**src/rtl/id_decode_pipe.sv**
```systemverilog
// id_decode_pipe: ARM-style instruction decode stage with register file and
// ID/EX pipeline register.
// Ports: clk, rst (sync, active-high); in_valid/instr/pc/status in;
//   hazard/flush/freeze stage control; wb_en/wb_dest/wb_value write-back;
//   src1/src2/two_src combinational read info; ex_* registered EX bundle.
// Option: define ID_WB_BYPASS_EN for write-through reads of the write port.
module id_decode_pipe #(
    parameter int DATA_W   = 32,
    parameter int NUM_REGS = 16
) (
    input  logic              clk,
    input  logic              rst,
    input  logic              in_valid,
    input  logic [31:0]       instr,
    input  logic [DATA_W-1:0] pc,
    input  logic [3:0]        status,
    input  logic              hazard,
    input  logic              flush,
    input  logic              freeze,
    input  logic              wb_en,
    input  logic [3:0]        wb_dest,
    input  logic [DATA_W-1:0] wb_value,
    output logic [3:0]        src1,
    output logic [3:0]        src2,
    output logic              two_src,
    output logic              ex_valid,
    output logic [3:0]        ex_exe_cmd,
    output logic              ex_mem_r,
    output logic              ex_mem_w,
    output logic              ex_wb_en,
    output logic              ex_branch,
    output logic              ex_s,
    output logic [DATA_W-1:0] ex_pc,
    output logic [DATA_W-1:0] ex_val_rn,
    output logic [DATA_W-1:0] ex_val_rm,
    output logic [11:0]       ex_shift_op,
    output logic              ex_imm,
    output logic [23:0]       ex_imm24,
    output logic [3:0]        ex_dest
);

    localparam logic [4:0] NREG = 5'(NUM_REGS);

    typedef struct packed {
        logic              valid;
        logic [3:0]        cmd;
        logic              mem_r;
        logic              mem_w;
        logic              wb_en;
        logic              branch;
        logic              s;
        logic [DATA_W-1:0] pc;
        logic [DATA_W-1:0] val_rn;
        logic [DATA_W-1:0] val_rm;
        logic [11:0]       shift_op;
        logic              imm;
        logic [23:0]       imm24;
        logic [3:0]        dest;
    } ex_t;

    ex_t ex_q, ex_d;

    logic [DATA_W-1:0] rf_q [NUM_REGS];

    logic [3:0] cond, opc;
    logic [1:0] mode;
    logic       i_bit, s_bit, is_store;
    logic       n_f, z_f, c_f, v_f;
    logic       cond_ok;
    logic [3:0] d_cmd;
    logic       d_ok, d_mem_r, d_mem_w, d_wb, d_br, d_s;
    logic       take;
    logic [DATA_W-1:0] val_rn, val_rm;

    assign cond  = instr[31:28];
    assign mode  = instr[27:26];
    assign i_bit = instr[25];
    assign opc   = instr[24:21];
    assign s_bit = instr[20];
    assign {n_f, z_f, c_f, v_f} = status;

    assign is_store = (mode == 2'b01) && !s_bit;
    assign src1     = instr[19:16];
    assign src2     = is_store ? instr[15:12] : instr[3:0];
    assign two_src  = ((mode == 2'b00) && !i_bit) || is_store;

    always_comb begin
        case (cond)
            4'h0:    cond_ok = z_f;
            4'h1:    cond_ok = !z_f;
            4'h2:    cond_ok = c_f;
            4'h3:    cond_ok = !c_f;
            4'h4:    cond_ok = n_f;
            4'h5:    cond_ok = !n_f;
            4'h6:    cond_ok = v_f;
            4'h7:    cond_ok = !v_f;
            4'h8:    cond_ok = c_f && !z_f;
            4'h9:    cond_ok = !c_f || z_f;
            4'hA:    cond_ok = (n_f == v_f);
            4'hB:    cond_ok = (n_f != v_f);
            4'hC:    cond_ok = !z_f && (n_f == v_f);
            4'hD:    cond_ok = z_f || (n_f != v_f);
            4'hE:    cond_ok = 1'b1;
            default: cond_ok = 1'b0;
        endcase
    end

    always_comb begin
        d_cmd   = 4'b0000;
        d_ok    = 1'b0;
        d_mem_r = 1'b0;
        d_mem_w = 1'b0;
        d_wb    = 1'b0;
        d_br    = 1'b0;
        d_s     = 1'b0;
        unique case (mode)
            2'b00: begin
                d_ok = 1'b1;
                d_wb = 1'b1;
                d_s  = s_bit;
                case (opc)
                    4'b1101: d_cmd = 4'b0001;
                    4'b1111: d_cmd = 4'b1001;
                    4'b0100: d_cmd = 4'b0010;
                    4'b0101: d_cmd = 4'b0011;
                    4'b0010: d_cmd = 4'b0100;
                    4'b0110: d_cmd = 4'b0101;
                    4'b0000: d_cmd = 4'b0110;
                    4'b1100: d_cmd = 4'b0111;
                    4'b0001: d_cmd = 4'b1000;
                    4'b1010: begin
                        d_cmd = 4'b0100;
                        d_wb  = 1'b0;
                    end
                    4'b1000: begin
                        d_cmd = 4'b0110;
                        d_wb  = 1'b0;
                    end
                    default: d_ok = 1'b0;
                endcase
            end
            2'b01: begin
                d_ok    = 1'b1;
                d_cmd   = 4'b0010;
                d_mem_r = s_bit;
                d_mem_w = !s_bit;
                d_wb    = s_bit;
            end
            2'b10: begin
                d_ok = 1'b1;
                d_br = 1'b1;
            end
            default: d_ok = 1'b0;
        endcase
    end

    // Unimplemented indices read as zero; the optional bypass forwards
    // a same-cycle write so the consumer sees it without a stall.
    always_comb begin
        val_rn = '0;
        val_rm = '0;
        if ({1'b0, src1} < NREG) val_rn = rf_q[src1];
        if ({1'b0, src2} < NREG) val_rm = rf_q[src2];
`ifdef ID_WB_BYPASS_EN
        if (wb_en && (wb_dest == src1) && ({1'b0, src1} < NREG))
            val_rn = wb_value;
        if (wb_en && (wb_dest == src2) && ({1'b0, src2} < NREG))
            val_rm = wb_value;
`endif
    end

    assign take = in_valid && !hazard && cond_ok && d_ok && !flush;

    // flush overrides freeze; otherwise freeze holds the whole bundle.
    always_comb begin
        ex_d = ex_q;
        if (flush || !freeze) begin
            ex_d.valid    = take;
            ex_d.cmd      = take ? d_cmd : 4'b0000;
            ex_d.mem_r    = take && d_mem_r;
            ex_d.mem_w    = take && d_mem_w;
            ex_d.wb_en    = take && d_wb;
            ex_d.branch   = take && d_br;
            ex_d.s        = take && d_s;
            ex_d.pc       = pc;
            ex_d.val_rn   = val_rn;
            ex_d.val_rm   = val_rm;
            ex_d.shift_op = instr[11:0];
            ex_d.imm      = i_bit;
            ex_d.imm24    = instr[23:0];
            ex_d.dest     = instr[15:12];
        end
    end

    always_ff @(posedge clk) begin
        if (rst) ex_q <= '0;
        else     ex_q <= ex_d;
    end

    always_ff @(posedge clk) begin
        if (rst) begin
            for (int i = 0; i < NUM_REGS; i++) rf_q[i] <= '0;
        end else if (wb_en && ({1'b0, wb_dest} < NREG)) begin
            rf_q[wb_dest] <= wb_value;
        end
    end

    assign ex_valid    = ex_q.valid;
    assign ex_exe_cmd  = ex_q.cmd;
    assign ex_mem_r    = ex_q.mem_r;
    assign ex_mem_w    = ex_q.mem_w;
    assign ex_wb_en    = ex_q.wb_en;
    assign ex_branch   = ex_q.branch;
    assign ex_s        = ex_q.s;
    assign ex_pc       = ex_q.pc;
    assign ex_val_rn   = ex_q.val_rn;
    assign ex_val_rm   = ex_q.val_rm;
    assign ex_shift_op = ex_q.shift_op;
    assign ex_imm      = ex_q.imm;
    assign ex_imm24    = ex_q.imm24;
    assign ex_dest     = ex_q.dest;

endmodule

```
**config.mk**
```make
export PLATFORM = sky130hd
export DESIGN_NAME = id_decode_pipe
export DESIGN_NICKNAME = d
export VERILOG_FILES = /design/src/rtl/id_decode_pipe.sv
export SDC_FILE = /design/constraint.sdc
export NUM_CORES = 1
export LEC_CHECK = 0
export ABC_CLOCK_PERIOD_IN_PS = 3100
export BUFFER_PORTS_ARGS = -buffer_cell sky130_fd_sc_hd__buf_4
export CAP_MARGIN = 5
export CORE_ASPECT_RATIO = 1.1
export CORE_MARGIN = 2
export CORE_UTILIZATION = 25
export DETAILED_ROUTE_END_ITERATION = 8
export PLACE_DENSITY = 0.46
export REMOVE_ABC_BUFFERS = 1
export SLEW_MARGIN = 20
export SYNTH_ARGS = -nofsm -noshare
export SYNTH_HDL_FRONTEND = slang
export SYNTH_SLANG_ARGS = --single-unit
```
**constraint.sdc**
```tcl
create_clock -name clk -period 3.1 [get_ports clk]
set_input_delay 0.775 -clock clk [delete_from_list [all_inputs] [get_ports clk]]
set_output_delay 0.775 -clock clk [all_outputs]
set_load 0.05 [all_outputs]
```
==> metrics.txt <==
result of the run=completed; maximum number of pins on one net before global-route repair=90; number of cells upsized or downsized after cts=0; port buffer count=around 270; crit end category=output pin; TNS Setup=0 ps; final weighted congestion of routability-driven global placement=between 0.8 and 0.9; drt first pass iters=5; Slew Limit Fails=0; initial core utilization=roughly a quarter; Detailed Route Iter0 Violations=2272; clock-pin slew on the worst setup and hold paths=~60 ps; pin slew with the least headroom to its limit=893.1 ps; Final Setup Violations=0; GRT overflow=0; Die Footprint=roughly 0.14 sq mm; average wire per standard cell=roughly 26 um; biggest fanout along the worst timing path=7; x dimension of the die=~360 um; ordered list of cells on the worst path=buf_4 -> inv_1 -> ha_1 -> nand2b_1 -> a21boi_4 -> buf_12 -> inv_1 -> buf_4; fraction of final layout cells sized beyond drive strength 1=between 20% and 30%; fraction of registers with async set/reset=0%; Synth Warn #=0; post-synth design cell area=roughly 0.034 sq mm; final routed wirelength across all metal layers=roughly 130000 um; Unique masters post-synth=54; hold buffer count at cts=0; leading cell types by total area after synthesis=sky130_fd_sc_hd__edfxtp_1 (45%), sky130_fd_sc_hd__o211ai_1 (11%), sky130_fd_sc_hd__mux4_2 (11%), sky130_fd_sc_hd__and2_1 (9.4%), sky130_fd_sc_hd__dfxtp_1 (7.7%); Syn Area/Cell=roughly 12 sq um; minimum clock period=roughly 3000 ps; upper clock frequency limit=between 300 and 400 MHz; I/O pin count=~270; worst hold path startpoint=pc[24]; CTS Root Buffer Type=sky130_fd_sc_hd__clkbuf_16; post-detailed-route via-to-cell ratio=around 5; highest ir drop seen on vdd=slightly below 400 uV; via total after detailed routing=25030; final worst clock skew=around 25 ps; Synth Flop Type=sky130_fd_sc_hd__edfxtp_1; clock insertion delay at the later pin of the skew report=just under 700 ps; clock tree from TritonCTS=yes; share of the core filled with cells=around 30%; initial antenna violation count=9; r2r startpoint=rf_q[11][10]; core region area=between 0.1 and 0.15 sq mm; delay of the slowest critical-path stage=about 280 ps; proportion of netlist area held by the largest area contributor=44.98%; Setup Buffers After CTS=0; cell type contributing the most total cell area after synthesis=sky130_fd_sc_hd__edfxtp_1; number of clock sinks=between 600 and 700; power per cell area=between 500 and 600 mW/mm^2; Critical Path AT=2150 ps; number of nets with antenna violations after routing=0; number of buffer and inverter instances along the worst setup path=5; relative slew slack=roughly two fifths; sum of internal, switching and leakage power=22.86 mW; register bit count reported by yosys=around 640; critical path's slowest cell=sky130_fd_sc_hd__ha_1; number of flops mapped to enable cells by yosys=512; Tot GR Track Use=~18%; worst setup path category=in -> out; total number of nets in the final design=approximately 3300; min-delay worst type=in -> reg; required time at the worst-slack endpoint=between 2000 and 2500 ps; Num CTS Buffers=76; number of failing hold endpoints at the final stage=0; leakage power figure=approximately 15 nW; die height=391.8 um; final period utilization=between 90 and 100%; dominant delay contributor by cell family on the critical path=buffers and inverters; number of levels the H-tree was split into=3; share of synthesized area occupied by flip-flops and latches=between 50% and 60%; Worst Setup SP=instr[27]; element type at the critical path start=input port; DPL Wire Length=between 80000 and 90000 um; vias in the first global route=about 25000; RSZ-0062 raised after global routing=no; global-route wire length before repair=186300 um; instance count of the mapped netlist=2953; synthesis-to-layout area growth=22.78%; largest buffer count on any clock path=3; number of design rule violations left after detail routing=0; placement row count=about 140; Maximum Capacitance Violations=0; tightest hold margin=approximately 350 ps
## stage by stage
stage | instances | area [sq um] | setup WS (ps)
after CTS | 5010 | 41960 | 149.8
after floorplan | 2630 | 32770 | -11840
after global placement | 4869 | 39480 | 63.01
after detailed placement | 4869 | 39480 | 65.17
final | 5012 | 41970 | 171.2
after global routing | 5011 | 41970 | 110.5
## layout make-up
type | instances | area, sq um
Sequential cell | 643 | 18000
Multi-Input combinational cell | 1720 | 13940
Timing Repair Buffer | 439 | 4274
Clock inverter | 19 | 125.1
Inverter | 267 | 1010
Antenna cell | 2 | 5.005
Fill cell | 13653 | 93950
Tap cell | 1800 | 2252
Clock buffer | 122 | 2360
## cell usage after synthesis (all sizes together), types with 2 or more instances
| library cell | n |
|---|---|
| and2 | 514 |
| o211ai | 513 |
| edfxtp | 512 |
| inv | 267 |
| clkbuf | 207 |
| nand2 | 200 |
| mux4 | 160 |
| dfxtp | 131 |
| buf | 116 |
| a21oi | 91 |
| nor2 | 49 |
| nand4 | 33 |
| a2111oi | 32 |
| a41oi | 32 |
| or2 | 16 |
| o21ai | 11 |
| nand2b | 9 |
| nor2b | 6 |
| nor3 | 6 |
| o31ai | 6 |
| ha | 4 |
| mux2i | 3 |
| a211oi | 2 |
| a31oi | 2 |
| a32o | 2 |
| and3b | 2 |
| and4b | 2 |
| nand4bb | 2 |
| nor4bb | 2 |
| or3 | 2 |
| xor2 | 2 |
## where the power goes
group | switching, mW | internal, mW | leakage, nW
combinational | 2.28 | 1.37 | 8.06
clock | 3.79 | 5.23 | 1.23
sequential | 0.337 | 9.85 | 5.97
## path summary, 6_finish.rpt
kind	endpoint	slack, ps	cells past startpoint
max	src2[0]	170	8
min reg2reg	ex_valid	440	2
min	ex_pc[24]	350	3
max reg2reg	ex_val_rn[10]	1300	4
## registers in the layout (all words and copies together) (netlist names), 4 cells and up
| signal | cells |
|---|---|
| ex_exe_cmd | 4 |
| ex_imm24 | 13 |
| ex_pc | 32 |
| ex_shift_op | 11 |
| ex_val_rm | 32 |
| ex_val_rn | 32 |
| rf_q | 512 |
## worst register-to-register path, cell delays in order (launching register included)
cell,delay [ps]
sky130_fd_sc_hd__edfxtp_1,380
sky130_fd_sc_hd__mux4_2,490
sky130_fd_sc_hd__mux4_2,570
sky130_fd_sc_hd__nand2_1,120
sky130_fd_sc_hd__a21oi_1,60
## metal layers
layer	vias to the layer above	global-route usage, %	wire (um)	share of wire, %
li1	11292	-	-	-
met2	965	31.12	63130	48
met1	12543	23.26	53570	41
met5	-	0	47	0.036
met4	8	6.981	4722	3.6
met3	222	3.651	9056	6.9
## kinds of logic after synthesis
group | share of synthesized area [%]
simple gates | 13.85
flops | 52.65
buf+inv | 7.061
fa+ha+maj | 0.1464
xor+xnor | 0.07688
compound gates | 15.52
mux | 10.70
## cells in the final DEF (no fill, tap or decap), types with 4 or more instances in the layout
cell type / n
sky130_fd_sc_hd__and2_1: 514
sky130_fd_sc_hd__o211ai_1: 513
sky130_fd_sc_hd__edfxtp_1: 512
sky130_fd_sc_hd__buf_4: 359
sky130_fd_sc_hd__inv_1: 266
sky130_fd_sc_hd__nand2_1: 199
sky130_fd_sc_hd__mux4_2: 160
sky130_fd_sc_hd__dfxtp_1: 131
sky130_fd_sc_hd__a21oi_1: 91
sky130_fd_sc_hd__clkbuf_16: 84
sky130_fd_sc_hd__buf_12: 77
sky130_fd_sc_hd__nor2_1: 36
sky130_fd_sc_hd__nand4_1: 33
sky130_fd_sc_hd__a41oi_1: 32
sky130_fd_sc_hd__a2111oi_2: 32
sky130_fd_sc_hd__clkbuf_1: 25
sky130_fd_sc_hd__or2_2: 16
sky130_fd_sc_hd__nor2_4: 13
sky130_fd_sc_hd__clkinv_2: 12
sky130_fd_sc_hd__clkbuf_8: 11
sky130_fd_sc_hd__o21ai_0: 9
sky130_fd_sc_hd__nand2b_1: 8
sky130_fd_sc_hd__o31ai_1: 5
sky130_fd_sc_hd__nor3_2: 4
sky130_fd_sc_hd__nor2b_1: 4
sky130_fd_sc_hd__ha_1: 4
Note: power is estimated with default switching activity, not from simulation.
